## src/rtl/dmem_pkg.sv

```systemverilog
// Shared definitions for the data-memory requester: RV32 load/store width
// codes, the controller state encoding and a funct3 legality helper.
package dmem_pkg;

    localparam logic [2:0] F3_B  = 3'b000;
    localparam logic [2:0] F3_H  = 3'b001;
    localparam logic [2:0] F3_W  = 3'b010;
    localparam logic [2:0] F3_BU = 3'b100;
    localparam logic [2:0] F3_HU = 3'b101;

    // state | meaning
    // IDLE  | ready for a new request
    // WAIT  | load issued, RAM read data arrives next cycle
    // RESP  | response presented, waiting for rsp_ready_i
    typedef enum logic [1:0] {
        IDLE = 2'd0,
        WAIT = 2'd1,
        RESP = 2'd2
    } dmem_state_e;

    // Unsigned widths only make sense for loads; stores with BU/HU are rejected.
    function automatic logic f3_illegal(input logic we, input logic [2:0] f3);
        logic bad;
        case (f3)
            F3_B, F3_H, F3_W: bad = 1'b0;
            F3_BU, F3_HU:     bad = we;
            default:          bad = 1'b1;
        endcase
        return bad;
    endfunction

endpackage

```

## src/rtl/dmem_load_align.sv

```systemverilog
// Picks the addressed byte/half out of a RAM word and sign- or zero-extends it.
module dmem_load_align
    import dmem_pkg::*;
(
    input  logic [31:0] word_i,
    input  logic [1:0]  off_i,
    input  logic [2:0]  funct3_i,
    output logic [31:0] data_o
);

    logic [7:0]  byte_sel;
    logic [15:0] half_sel;

    assign byte_sel = word_i[8*off_i +: 8];
    assign half_sel = off_i[1] ? word_i[31:16] : word_i[15:0];

    // Extension by access width; anything else returns the full word.
    always_comb begin
        data_o = word_i;
        case (funct3_i)
            F3_B:    data_o = {{24{byte_sel[7]}}, byte_sel};
            F3_BU:   data_o = {24'd0, byte_sel};
            F3_H:    data_o = {{16{half_sel[15]}}, half_sel};
            F3_HU:   data_o = {16'd0, half_sel};
            default: data_o = word_i;
        endcase
    end

endmodule

```

## src/rtl/dmem_requester.sv

```systemverilog
// Load/store initiator for the synchronous byte-strobed data RAM. One
// transaction in flight; RAM signals are driven combinationally in the
// accept cycle, load data is captured one cycle later.
module dmem_requester
    import dmem_pkg::*;
#(
    parameter int MEM_DEPTH = 256,
    localparam int AW = $clog2(MEM_DEPTH)
) (
    input  logic          clk_i,
    input  logic          rst_ni,
    input  logic          req_valid_i,
    output logic          req_ready_o,
    input  logic          req_we_i,
    input  logic [2:0]    req_funct3_i,
    input  logic [31:0]   req_addr_i,
    input  logic [31:0]   req_wdata_i,
    output logic          rsp_valid_o,
    input  logic          rsp_ready_i,
    output logic [31:0]   rsp_rdata_o,
    output logic          rsp_err_o,
    output logic          mem_en_o,
    output logic          mem_wen_o,
    output logic [AW-1:0] mem_addr_o,
    output logic [31:0]   mem_wdata_o,
    output logic [3:0]    mem_wstrb_o,
    input  logic [31:0]   mem_rdata_i
);

    dmem_state_e state_q, state_d;
    logic [1:0]  off_q, off_d;
    logic [2:0]  f3_q, f3_d;
    logic [31:0] rdata_q, rdata_d;
    logic        err_q, err_d;

    logic        misaligned;
    logic        out_of_range;
    logic        req_err;
    logic        accept;
    logic        access;
    logic [31:0] load_data;

    assign req_ready_o  = (state_q == IDLE);
    assign rsp_valid_o  = (state_q == RESP);
    assign rsp_rdata_o  = rdata_q;
    assign rsp_err_o    = err_q;

    assign accept       = req_valid_i & req_ready_o;
    assign out_of_range = |(req_addr_i >> (AW + 2));
    assign req_err      = misaligned | out_of_range | f3_illegal(req_we_i, req_funct3_i);
    assign access       = accept & ~req_err;

    // Alignment requirement depends on access width.
    always_comb begin
        misaligned = 1'b0;
        case (req_funct3_i)
            F3_H, F3_HU: misaligned = req_addr_i[0];
            F3_W:        misaligned = |req_addr_i[1:0];
            default:     misaligned = 1'b0;
        endcase
    end

    assign mem_en_o   = access;
    assign mem_wen_o  = access & req_we_i;
    assign mem_addr_o = access ? req_addr_i[AW+1:2] : '0;

    // Store data is replicated across lanes so the strobes alone pick the target bytes.
    always_comb begin
        mem_wdata_o = 32'd0;
        mem_wstrb_o = 4'd0;
        if (access && req_we_i) begin
            case (req_funct3_i)
                F3_B: begin
                    mem_wdata_o = {4{req_wdata_i[7:0]}};
                    mem_wstrb_o = 4'b0001 << req_addr_i[1:0];
                end
                F3_H: begin
                    mem_wdata_o = {2{req_wdata_i[15:0]}};
                    mem_wstrb_o = 4'b0011 << {req_addr_i[1], 1'b0};
                end
                default: begin
                    mem_wdata_o = req_wdata_i;
                    mem_wstrb_o = 4'b1111;
                end
            endcase
        end
    end

    dmem_load_align u_load_align (
        .word_i   (mem_rdata_i),
        .off_i    (off_q),
        .funct3_i (f3_q),
        .data_o   (load_data)
    );

    // Controller next-state and response capture.
    always_comb begin
        state_d = state_q;
        off_d   = off_q;
        f3_d    = f3_q;
        rdata_d = rdata_q;
        err_d   = err_q;
        case (state_q)
            IDLE: begin
                if (accept) begin
                    off_d   = req_addr_i[1:0];
                    f3_d    = req_funct3_i;
                    rdata_d = 32'd0;
                    err_d   = req_err;
                    state_d = (req_err || req_we_i) ? RESP : WAIT;
                end
            end
            WAIT: begin
                rdata_d = load_data;
                err_d   = 1'b0;
                state_d = RESP;
            end
            RESP: begin
                if (rsp_ready_i) begin
                    rdata_d = 32'd0;
                    err_d   = 1'b0;
                    state_d = IDLE;
                end
            end
            default: begin
                rdata_d = 32'd0;
                err_d   = 1'b0;
                state_d = IDLE;
            end
        endcase
    end

    // State and response registers; reset drops any transaction in flight.
    always_ff @(posedge clk_i or negedge rst_ni) begin
        if (!rst_ni) begin
            state_q <= IDLE;
            off_q   <= 2'd0;
            f3_q    <= 3'd0;
            rdata_q <= 32'd0;
            err_q   <= 1'b0;
        end else begin
            state_q <= state_d;
            off_q   <= off_d;
            f3_q    <= f3_d;
            rdata_q <= rdata_d;
            err_q   <= err_d;
        end
    end

endmodule

```

## config.mk

```make
export PLATFORM = sky130hd
export DESIGN_NAME = dmem_requester
export DESIGN_NICKNAME = d
export VERILOG_FILES = /design/src/rtl/dmem_pkg.sv /design/src/rtl/dmem_load_align.sv /design/src/rtl/dmem_requester.sv
export SDC_FILE = /design/constraint.sdc
export NUM_CORES = 1
export LEC_CHECK = 0
export CELL_PAD_IN_SITES_DETAIL_PLACEMENT = 1
export CELL_PAD_IN_SITES_GLOBAL_PLACEMENT = 1
export CORE_MARGIN = 2
export CORE_UTILIZATION = 23
export DETAILED_ROUTE_END_ITERATION = 16
export GPL_TIMING_DRIVEN = 0
export PLACE_DENSITY = 0.85
export SKIP_CTS_REPAIR_TIMING = 1
export SLEW_MARGIN = 0
export SYNTH_ARGS = -nofsm -noshare
export SYNTH_HDL_FRONTEND = slang
export SYNTH_SLANG_ARGS = --single-unit
```

## constraint.sdc

```tcl
create_clock -name clk_i -period 1.7 [get_ports clk_i]
set_input_delay 0.17 -clock clk_i [delete_from_list [all_inputs] [get_ports clk_i]]
set_output_delay 0.17 -clock clk_i [all_outputs]
set_load 0.05 [all_outputs]
```

# ---- Yosys cells after proc, flatten, opt, wreduce, memory -nomap -nowiden
# Index checks and enable logic that the tools add are counted.
dict set report classes {
  shift 3
  n_reduce_logical 12
  bitwise 6
  mux 19
  eq_ne 11
}
# operator n
set op_table {}
lappend op_table {{$pmux 32 s4} 1}
lappend op_table {{$mux 32} 3}
lappend op_table {{$pmux 32 s3} 1}
lappend op_table {{$pmux 32 s2} 1}
lappend op_table {{$shiftx 32x6->8} 1}
lappend op_table {{$reduce_or 22->1} 1}
lappend op_table {{$mux 16} 1}
lappend op_table {{$eq 3x3->1 const B} 4}
lappend op_table {{$mux 8} 1}
lappend op_table {{$pmux 4 s2} 1}
lappend op_table {{$eq 3x1->1 const B} 2}
lappend op_table {{$logic_not 3->1} 2}
lappend op_table {{$mux 2} 3}
lappend op_table {{$pmux 1 s2} 3}
lappend op_table {{$pmux 2 s3} 1}
lappend op_table {{$reduce_or 2->1} 3}
lappend op_table {{$mux 4} 1}
lappend op_table {{$ne 2x1->1 const B} 2}
lappend op_table {{$reduce_and 2->1} 2}
lappend op_table {{$shl 1x2->4 const A} 1}
lappend op_table {{$shl 2x2->4 const A} 1}
lappend op_table {{$and 1x1->1} 3}
lappend op_table {{$eq 3x2->1 const B} 1}
lappend op_table {{$reduce_or 3->1} 1}
lappend op_table {{8 further kinds} 10}
dict set report totals {
  inputBits 104
  output_inout_bits 81
  register_bits 40
}

# ---- Longest topological paths before layout
# Gate-level depths: netlist (run 1).
dict set report logic_depth {
  word_depth 9
  depth_mapped 6
  mapped_depth_nobuf 4
}

# ---- By module
# A second synthesis (run 1) with hierarchy kept.
dict set report unflattened {
  hier_cells 329
  area_unflattened_um2 3140.5
}
# module n_inst cells_per_inst seq_area_each_um2 area_per_inst_um2
set by_module_without_submodules {}
lappend by_module_without_submodules {dmem_requester 1 233 1001.0 2294.7}
lappend by_module_without_submodules {dmem_load_align 1 96 0.0 845.8}

# ---- Worst setup path after synthesis (run 1)
# OpenSTA, ideal clock, no wires.
dict set report synth_path {
  kind {flip-flop to output port}
  start {register state_q[1]}
  end {output mem_addr_o[0]}
  arrival_ns 3.338
  setup_slack_ns -1.808
  path_stages_with_launch 5
  path_buffers 0
  cell_sequence {dfrtp_1 nor2_1 nand2_1 nor4_2 and2_1}
}
dict set report synth_via {
  elab_chain_cells 4
}
# item line
set synth_rtl {}
lappend synth_rtl {{from (decl)} dmem_requester.sv:30} ;# dmem_state_e state_q, state_d;
lappend synth_rtl {{from (signal assigned)} dmem_requester.sv:142} ;# state_q <= state_d;
lappend synth_rtl {{$logic_not 2->1} dmem_requester.sv:43} ;# assign req_ready_o = (state_q == IDLE);
lappend synth_rtl {{via req_ready_o} dmem_requester.sv:13} ;# output logic req_ready_o,
lappend synth_rtl {{$and 1x1->1} dmem_requester.sv:48} ;# assign accept = req_valid_i & req_ready_o;
lappend synth_rtl {{$and 1x1->1} dmem_requester.sv:51} ;# assign access = accept & ~req_err;
lappend synth_rtl {{via mem_en_o} dmem_requester.sv:22} ;# output logic mem_en_o,
lappend synth_rtl {{$mux 8} dmem_requester.sv:65} ;# assign mem_addr_o = access ? req_addr_i[AW+1:2] : '0;
lappend synth_rtl {{to (decl)} dmem_requester.sv:24} ;# output logic [AW-1:0] mem_addr_o,
# The timed path passes the listed nets, and every way through them passes these cells.

# ---- Worst setup path in the final report (run 1)
dict set report layout_path {
  start {register state_q[0]}
  end {output mem_wdata_o[11]}
}
dict set report layout_via {
  elab_chain_cells 5
}
# item line
set layout_rtl {}
lappend layout_rtl {{$logic_not 2->1} dmem_requester.sv:43}
lappend layout_rtl {{$and 1x1->1} dmem_requester.sv:48}
lappend layout_rtl {{$and 1x1->1} dmem_requester.sv:51}
lappend layout_rtl {{$logic_and 1x1->1} dmem_requester.sv:71} ;# if (access && req_we_i) begin
lappend layout_rtl {{$mux 32} dmem_requester.sv:71}
lappend layout_rtl {{to (decl)} dmem_requester.sv:25} ;# output logic [31:0] mem_wdata_o,
# No other way between the ends.

==> results.json, run 1 <==
{
  "outcome": "finished, violations left",
  "violations": "setup timing",
  "cts.sinks": 40,
  "cts_tree": "yes",
  "grt_pass1_wl_um": 20900,
  "nets": 629,
  "cp.arrival_ns": 2.15,
  "grt_max_degree": 41,
  "r2r_setup_slack_ns": -0.14,
  "critical_path.max_stage_delay_ns": 0.64,
  "overflow": 0,
  "synth_area_leaders": "dfrtp_1 35%, a221o_1 6.9%, a21oi_2 6.1%",
  "drt-initial-drc-count": 175,
  "hp-class": "input pin to asynchronous set/reset pin",
  "slew_violations": 0,
  "internal-power_w": 0.00228,
  "drv_cap": 0,
  "ys_ff_latch": 40,
  "p_per_area_nw_per_um2": 595,
  "core_area_um2": 12200,
  "critPathKind": "flip-flop to output port",
  "tightest_slew_ns": 0.958,
  "async_flop_share_pct": 100,
  "cp_slowest_cell": "or4_4",
  "switchingPower_w": 0.00118,
  "combPwrFrac_pct": 38.8,
  "drc": 0,
  "max_freq_mhz": 430,
  "avgSynthCellArea_um2": 9.12,
  "fin_crit_ns": 2.32,
  "vias_per_cell": 5.17,
  "clock-root-buffer": "clkbuf_16",
  "synth_edf_count": 0,
  "clk_pin_slew_ns": 0.06,
  "routed_wl_um": 14300,
  "synth_area_um2": 2890,
  "yosys.area.top_type_share_pct": 34.6,
  "fin_hold_ws_ns": 0.0393,
  "rows": 40,
  "routedWlPerCell_um": 20.6,
  "n_fill_cell": 1327,
  "antenna_cells": 0,
  "track_usage_pct": 19.9,
  "firstDrtPassIters": 4,
  "drive_above_1_share_pct": 33.1,
  "path_cells": "nor2_4 -> nand3_4 -> or4_4 -> clkbuf_16 -> a21oi_4 -> buf_6",
  "layout.cells.non_filler": 694,
  "total_leakage_power_nw": 2.62,
  "clockPowerShare_pct": 30.9,
  "syn_inst": 317,
  "routabilityCongestion": 0.846,
  "crit_buf_inv": 2,
  "synth_ff_type": "dfrtp_1",
  "postLayoutCellArea_um2": 5820,
  "critPathMaxFanout": 5,
  "syn_to_final_growth_pct": 101,
  "yosysMostFrequentCell": "nand2_1",
  "io_pins": 185,
  "finalSetupViolCount": 78,
  "die_y_um": 116,
  "fin_tns_setup_ns": -23.95,
  "ant_nets": 0,
  "ir_drop_mv": 0.431,
  "clk_latency_ns": 0.28,
  "p_sw_share_pct": 34.1,
  "start_kind": "flip-flop",
  "clock_path_buffers": 2,
  "die_w_um": 116,
  "worst_slack_ns": -0.623,
  "fin_crit_sh_pct": 137,
  "synth_top_area_cell": "dfrtp_1",
  "hold_violations": 0,
  "start_util_pct": 23.8,
  "die-area_um2": 13500,
  "antenna_found_initial": 0,
  "detailed_place_hpwl_um": 10600,
  "relSlewSlack_pct": 36.2,
  "dr_total_vias": 3585,
  "yosysWarnings": 0,
  "dp_cells": 669,
  "syn_nets": 421,
  "htreeDepth": 2,
  "synth_common_cells": "45 x nand2_1, 40 x dfrtp_1, 26 x o21ai_0, 20 x a21oi_2, 20 x a221o_1",
  "rsz0062_at_grt": "true",
  "numPortBuffers": 184,
  "numCtsBuffers": 5,
  "skew_ns": 0.00426,
  "grt_pass1_vias": 3852,
  "ys_seq_area_share_pct": 34.6,
  "synth_cell_type_count": 43,
  "critPathTopFamily": "simple AND/OR/NAND/NOR gates",
  "end_kind": "output port",
  "p_seq_share_pct": 30.4,
  "crit_required_ns": 1.53,
  "p_total_w": 0.00346,
  "post_dp_cell_area_um2": 5130
}
==> registers in the layout (all words and copies together), names as in the netlist <==
| name | cells |
|---|---|
| off_q | 2 |
| state_q | 2 |
| f3_q | 3 |
| rsp_err_o | 1 |
| rsp_rdata_o | 32 |
==> path summary, 6_finish.rpt <==
path                            cells after the start                    endpoint                    from
min in group clk_i                                  3        off_q[0]$_DFFE_PN0P_           req_addr_i[0]
worst min register to register                      2       rsp_err_o$_DFFE_PN0P_   rsp_err_o$_DFFE_PN0P_
worst min-delay path                                1  rsp_rdata_o[6]$_DFFE_PN0P_                  rst_ni
worst max-delay path                                6             mem_wdata_o[11]  state_q[0]$_DFFE_PN0P_
max in group asynchronous                           1      state_q[0]$_DFFE_PN0P_                  rst_ni
worst max register to register                      6  rsp_rdata_o[8]$_DFFE_PN0P_    off_q[1]$_DFFE_PN0P_
==> power groups by stage <==
stage / combinational [W] / clock, W / sequential [W]
2_1_floorplan: 0.000578 / 0 / 0.00105
3_3_place_gp: 0.00106 / 0 / 0.00104
3_5_place_dp: 0.00110 / 0 / 0.00104
4_1_cts: 0.00112 / 0.00109 / 0.00102
5_1_grt: 0.00144 / 0.00113 / 0.00106
6_report: 0.00134 / 0.00107 / 0.00105
==> per-layer routing <==
layer  vias to the layer above  share of wire (%)  GRT usage [%]  wire, um
met5                         -                  0              0         0
met4                         0                3.2           7.38       460
met3                        33                8.8           5.81      1260
met2                       194                 51           36.8      7370
met1                      1748                 37           21.5      5240
li1                       1610                  -              -         -
==> kinds of logic (layout without fill, tap and decap cells) <==
group / count (synthesis) / in the layout / share of synthesized area (%)
buf+inv: 32 / 241 / 4.72
compound gates: 115 / 115 / 31.5
flops: 40 / 40 / 34.6
mux: 18 / 18 / 7.75
simple gates: 112 / 112 / 21.4
==> layout by cell type (no fill, tap or decap), drive strengths merged, types with 2 or more instances in the layout <==
cell           count
clkdlybuf4s50    111
buf               62
nand2             45
dfrtp             40
clkbuf            32
o21ai             28
dlymetal6s2s      26
a21oi             22
a221o             20
and2              18
nor2              11
nand2b            10
mux2i             10
nor4               9
nor2b              9
inv                8
o211a              8
o31ai              7
a211oi             7
a32o               6
mux2               5
a2111oi            5
nor3               4
mux4               3
o21bai             2
nand3              2
o2bb2ai            2
a22o               2
o22ai              2
==> final cells by class <==
cell class / instances / area (um^2) / area share [%]
Buffer: 22 / 159 / 2.73
Multi-Input combinational cell: 245 / 2160 / 37.1
Clock buffer: 6 / 129 / 2.22
Timing Repair Buffer: 203 / 2090 / 36.0
Inverter: 8 / 30.0 / 0.516
Clock inverter: 2 / 35.0 / 0.602
Tap cell: 168 / 210 / 3.61
Sequential cell: 40 / 1000 / 17.3
==> metrics by stage <==
step / util [%] / setup WS, ns
after detailed placement: 42.2 / -1.63
final: 47.8 / -0.623
after floorplan: - / -0.823
after CTS: 43.5 / -1.64
after global routing: 47.8 / -0.685
after global placement: 42.2 / -1.65
Power figures use the tool's default switching activity.
==> run 2, diff against run 1 <==
Settings changed: HOLD_SLACK_MARGIN set to 0.12.
==> run 2 against run 1 <==
Register-to-register slack is essentially flat. Sequential power about the same. The flow still finishes with violations (setup timing). Cell count is 0.14% higher. Critical path type unchanged. Sequential share of layout area about the same. Cell area grew 0.17%. Non-clock buffer count is 1 higher. Global-route usage unchanged. Highest routed layer unchanged.
==> results.json, run 2 (same netlist as run 1, synthesis figures left out) <==
{
  "cp.depth": 6,
  "worst_slack_ns": -0.624,
  "syn_to_final_growth_pct": 102,
  "die-area_um2": 13500,
  "critPathMaxFanout": 5,
  "clock-root-buffer": "clkbuf_16",
  "regArea_um2": 1000,
  "internal-power_w": 0.00228,
  "fin_crit_ns": 2.32,
  "antenna_cells": 0,
  "numPortBuffers": 184,
  "layout.cells.non_filler": 695,
  "start_kind": "flip-flop",
  "r2r_setup_slack_ns": -0.14,
  "cp.arrival_ns": 2.15,
  "total_leakage_power_nw": 2.63,
  "ant_nets": 0,
  "critPathLaunch": "state_q[0]$_DFFE_PN0P_",
  "post_dp_cell_area_um2": 5130,
  "drive_above_1_share_pct": 33.0,
  "relSlewSlack_pct": 35.8,
  "clk_latency_ns": 0.28,
  "hold_violations": 0,
  "final_cell_mix": "111 x clkdlybuf4s50_1, 45 x nand2_1, 37 x dfrtp_1",
  "postLayoutCellArea_um2": 5830,
  "p_sw_share_pct": 34.2,
  "regToRegStartpoint": "off_q[1]$_DFFE_PN0P_",
  "firstDrtPassIters": 4,
  "crit_buf_inv": 2,
  "clk_pin_slew_ns": 0.06,
  "grt_max_degree": 41,
  "crit_required_ns": 1.53,
  "drt-initial-drc-count": 159,
  "tightest_slew_ns": 0.962,
  "dr_total_vias": 3579,
  "antenna_found_initial": 0,
  "cp_slowest_cell": "or4_4",
  "nets": 630,
  "slew_violations": 0,
  "routabilityCongestion": 0.846,
  "die_y_um": 116,
  "max_freq_mhz": 430,
  "critPathKind": "flip-flop to output port",
  "rows": 40,
  "path_cells": "nor2_4 -> nand3_4 -> or4_4 -> clkbuf_16 -> a21oi_4 -> buf_6",
  "p_seq_share_pct": 30.3,
  "vias_per_cell": 5.15,
  "routed_wl_um": 14300,
  "worst_r2r_path_depth": 6,
  "wl_met1_um": 5230,
  "n_fill_cell": 1324,
  "grt_pass1_vias": 3852,
  "fin_hold_ws_ns": 0.296,
  "io_pins": 185,
  "drv_cap": 0,
  "violations": "setup timing",
  "detailed_place_hpwl_um": 10600,
  "top_layer_used": "met4",
  "overflow": 0,
  "clock_path_buffers": 2,
  "critical_path.max_stage_delay_ns": 0.64,
  "final_common_cell": "clkdlybuf4s50_1",
  "combPwrFrac_pct": 38.7,
  "dp_cells": 669,
  "cts_tree": "yes",
  "cts.sinks": 40,
  "min_path_cells": 3,
  "wl_met3_um": 1260,
  "clockPowerShare_pct": 31.0,
  "finalSetupViolCount": 78,
  "core_area_um2": 12200,
  "ir_drop_mv": 0.438,
  "grt_pass1_wl_um": 20900,
  "numCtsBuffers": 5,
  "start_util_pct": 23.8,
  "p_total_w": 0.00347,
  "critPathTopFamily": "simple AND/OR/NAND/NOR gates",
  "p_per_area_nw_per_um2": 595,
  "dr_wl_met2_um": 7370,
  "drc": 0,
  "switchingPower_w": 0.00119,
  "hp-class": "input pin to flip-flop",
  "outcome": "finished, violations left",
  "die_w_um": 116,
  "end_kind": "output port",
  "largest_reg_flops": 32,
  "multi_input_area_um2": 2160,
  "htreeDepth": 2,
  "fin_crit_sh_pct": 137,
  "track_usage_pct": 19.9,
  "skew_ns": 0.00399,
  "hp-start": "req_addr_i[0]",
  "routedWlPerCell_um": 20.6,
  "rsz0062_at_grt": "true"
}
run 2: path summary, 6_finish.rpt:
path / to
min in group asynchronous: rsp_rdata_o[6]$_DFFE_PN0P_
hold reg to reg: rsp_err_o$_DFFE_PN0P_
setup / recovery: mem_wdata_o[11]
hold / removal: off_q[0]$_DFFE_PN0P_
setup reg to reg: rsp_rdata_o[8]$_DFFE_PN0P_
max in group asynchronous: state_q[0]$_DFFE_PN0P_
run 2: routing by layer:
| layer | vias to the layer above | GRT usage [%] |
|---|---|---|
| li1 | 1613 | - |
| met3 | 29 | 5.81 |
| met1 | 1744 | 21.5 |
| met2 | 193 | 36.8 |
| met4 | 0 | 7.38 |
| met5 | - | 0 |
run 2: area by class of cell:
cell class | count | share of cell area [%]
Buffer | 22 | 2.73
Sequential cell | 40 | 17.2
Clock inverter | 2 | 0.601
Tap cell | 168 | 3.61
Inverter | 8 | 0.515
Clock buffer | 6 | 2.21
Multi-Input combinational cell | 245 | 37.0
Timing Repair Buffer | 204 | 36.1
run 2: per-stage QoR:
step | setup TNS [ns] | utilization (%) | setup slack (ns)
final | -23.85 | 47.9 | -0.624
after global routing | -29.45 | 47.9 | -0.685
after CTS | -83.88 | 43.5 | -1.64
after detailed placement | -87.47 | 42.2 | -1.63
after global placement | -105.84 | 42.2 | -1.65
after floorplan | -26.48 | - | -0.823
run 2: power groups by stage:
stage,sequential (W),combinational [W],clock [W]
finish,0.00105,0.00134,0.00108
global route,0.00106,0.00144,0.00113
CTS,0.00102,0.00112,0.00109
detailed placement,0.00104,0.00110,0
global placement,0.00104,0.00106,0
floorplan,0.00105,0.000578,0
run 2: worst register-to-register path, stage by stage, from the launching register on:
cell      delay [ns]
dfrtp_1         0.36
buf_6           0.13
mux4_2          0.50
nand3b_1        0.26
buf_4           0.17
o21ai_2         0.05
a32o_1          0.25
==> patch: new RTL, config.mk and constraints of run 1 <==
Change the parameter `MEM_DEPTH` from 256 to 128.
--- a/src/rtl/dmem_requester.sv
+++ b/src/rtl/dmem_requester.sv
@@ -5,5 +5,5 @@
     import dmem_pkg::*;
 #(
-    parameter int MEM_DEPTH = 256,
+    parameter int MEM_DEPTH = 128,
     localparam int AW = $clog2(MEM_DEPTH)
 ) (
Ports: changed (resized mem_addr_o); port bits go from 185 to 184. The function was not compared with the original's and may differ.
==> patch against run 1 <==
The flow still finishes with violations (setup timing). Via count down 0.50%. Count of clock-buffer cells in the layout is the same. Sequential cell count unchanged. Wire length is 1.6% higher. Worst setup slack lost 0.026 ns. Final area down 1.1%. First-iteration DRC count shrank 25%. Synthesized area down 2.7%. Non-clock buffer count increased by 1. Total power down 6.1%. Largest cell class unchanged. Largest power group unchanged. Highest routed layer unchanged.
==> patch: results <==
set metrics [dict create \
    outcome "complete, but fails checks" \
    violations "setup timing" \
    syn_area_per_cell_um2 8.929 \
    io_buffers 183 \
    vdd_drop_max_mv 0.3402 \
    first_global_vias 3794 \
    num_vias 3567 \
    viasPerCell 5.292 \
    cp.arrival_ns 2.18 \
    drtIter0Drc 132 \
    grt_pass1_wl_um 20510 \
    place_congestion 0.8354 \
    layout-drive-gt1-share_pct 32.26 \
    finalSetupViolations 61 \
    fill_cells 1301 \
    placedCellCount 645 \
    wl_per_cell_um 21.60 \
    grt_usage_pct 19.92 \
    seq_area_frac_synth_pct 35.59 \
    dpl.hpwl_um 10640 \
    r2r_start "state_q[1]$_DFFE_PN0P_" \
    synth_common_cells "nand2_1 (48), dfrtp_1 (40), o21ai_0 (28)" \
    p_leak_uw 0.002423 \
    syn_nets 419 \
    p_switching_uw 1089 \
    fin_skew_ns 0.009476 \
    use_met2_pct 35.27 \
    cp_slowest_stage_delay_ns 0.62 \
    max_slew_margin_pct 38.86 \
    startpoint "req_addr_i[26]" \
    pre_cts_slack_ns -1.631 \
    synth_area_leaders "dfrtp_1 (36%), nand2_1 (6.4%), a21oi_2 (6.2%), a221o_1 (5.7%), o21ai_0 (5.0%)" \
    setup_ws_ns -0.6496 \
    final_nets 630 \
]
[patch: cell count changes in the layout (fill, tap and decap cells not counted), moves of 6 or more]
cell / run 1 / this run
o211a_1: 8 / 0
o21ai_0: 20 / 27
clkbuf_2: 20 / 11
and2_4: 5 / 13
clkdlybuf4s50_1: 111 / 120
o311ai_1: 0 / 6
and2_2: 11 / 2
dlymetal6s2s_1: 26 / 15
nand2b_1: 10 / 3
o211a_4: 0 / 8
[patch: power groups by stage]
stage          Sequential (µW)  Combinational, µW  Clock (µW)
3_3_place_gp              1050                983           0
2_1_floorplan             1050                514           0
4_1_cts                   1030               1030        1090
5_1_grt                   1060               1220        1130
3_5_place_dp              1050               1020           0
6_report                  1050               1130        1070
[patch: path summary, 6_finish.rpt]
| path | depth (start not counted) | slack, ns | to |
|---|---|---|---|
| max reg2reg | 5 | -0.22 | rsp_rdata_o[4]$_DFFE_PN0P_ |
| min reg2reg | 1 | 0.48 | rsp_rdata_o[2]$_DFFE_PN0P_ |
| max | 7 | -0.65 | mem_wstrb_o[1] |
| min in group clk_i | 2 | 0.22 | state_q[0]$_DFFE_PN0P_ |
| min | 1 | 0.02 | rsp_rdata_o[11]$_DFFE_PN0P_ |
| max in group asynchronous | 1 | 1.05 | state_q[0]$_DFFE_PN0P_ |
[patch: stage by stage]
step / util (%) / TNS (ns) / total power (µW) / area, µm²
after global placement: 42.49 / -102.83 / 2028 / 5082
after global routing: 48.10 / -32.25 / 3408 / 5753
final: 48.10 / -26.60 / 3254 / 5753
after detailed placement: 42.45 / -83.62 / 2070 / 5077
after CTS: 43.82 / -76.96 / 3146 / 5241
after floorplan: - / -20.11 / 1569 / 3067
[patch: worst max-delay path: cells and delay by family]
family / cells / cell delay, ns
buf+inv: 3 / 0.83
simple gates: 3 / 1.04
compound gates: 1 / 0.13
[patch: cell type report]
cell class                 instances  area share [%]
buffer                            22           2.675
clock buffer                       6           2.240
timing repair buffer             204           36.52
tap                              147           3.197
inverter                           5          0.3262
multi-input combinational        248           37.02
clock inverter                     2          0.6090
sequential                        40           17.42
[patch: routing by layer]
metal | vias up | routed length (µm)
li1 | 1608 | -
met1 | 1750 | 5423
met2 | 186 | 7430
met3 | 23 | 1402
met4 | 0 | 300
met5 | - | 0
[patch: logic make-up (layout without fill, tap and decap cells)]
kind of cell / Yosys count / count (layout) / share of synthesized area, %
AO/OA/AOI/OAI: 117 / 117 / 31.67
buffers and inverters: 28 / 239 / 4.404
flip-flops: 40 / 40 / 35.59
AND/OR/NAND/NOR: 113 / 114 / 21.17
multiplexers: 17 / 17 / 7.162
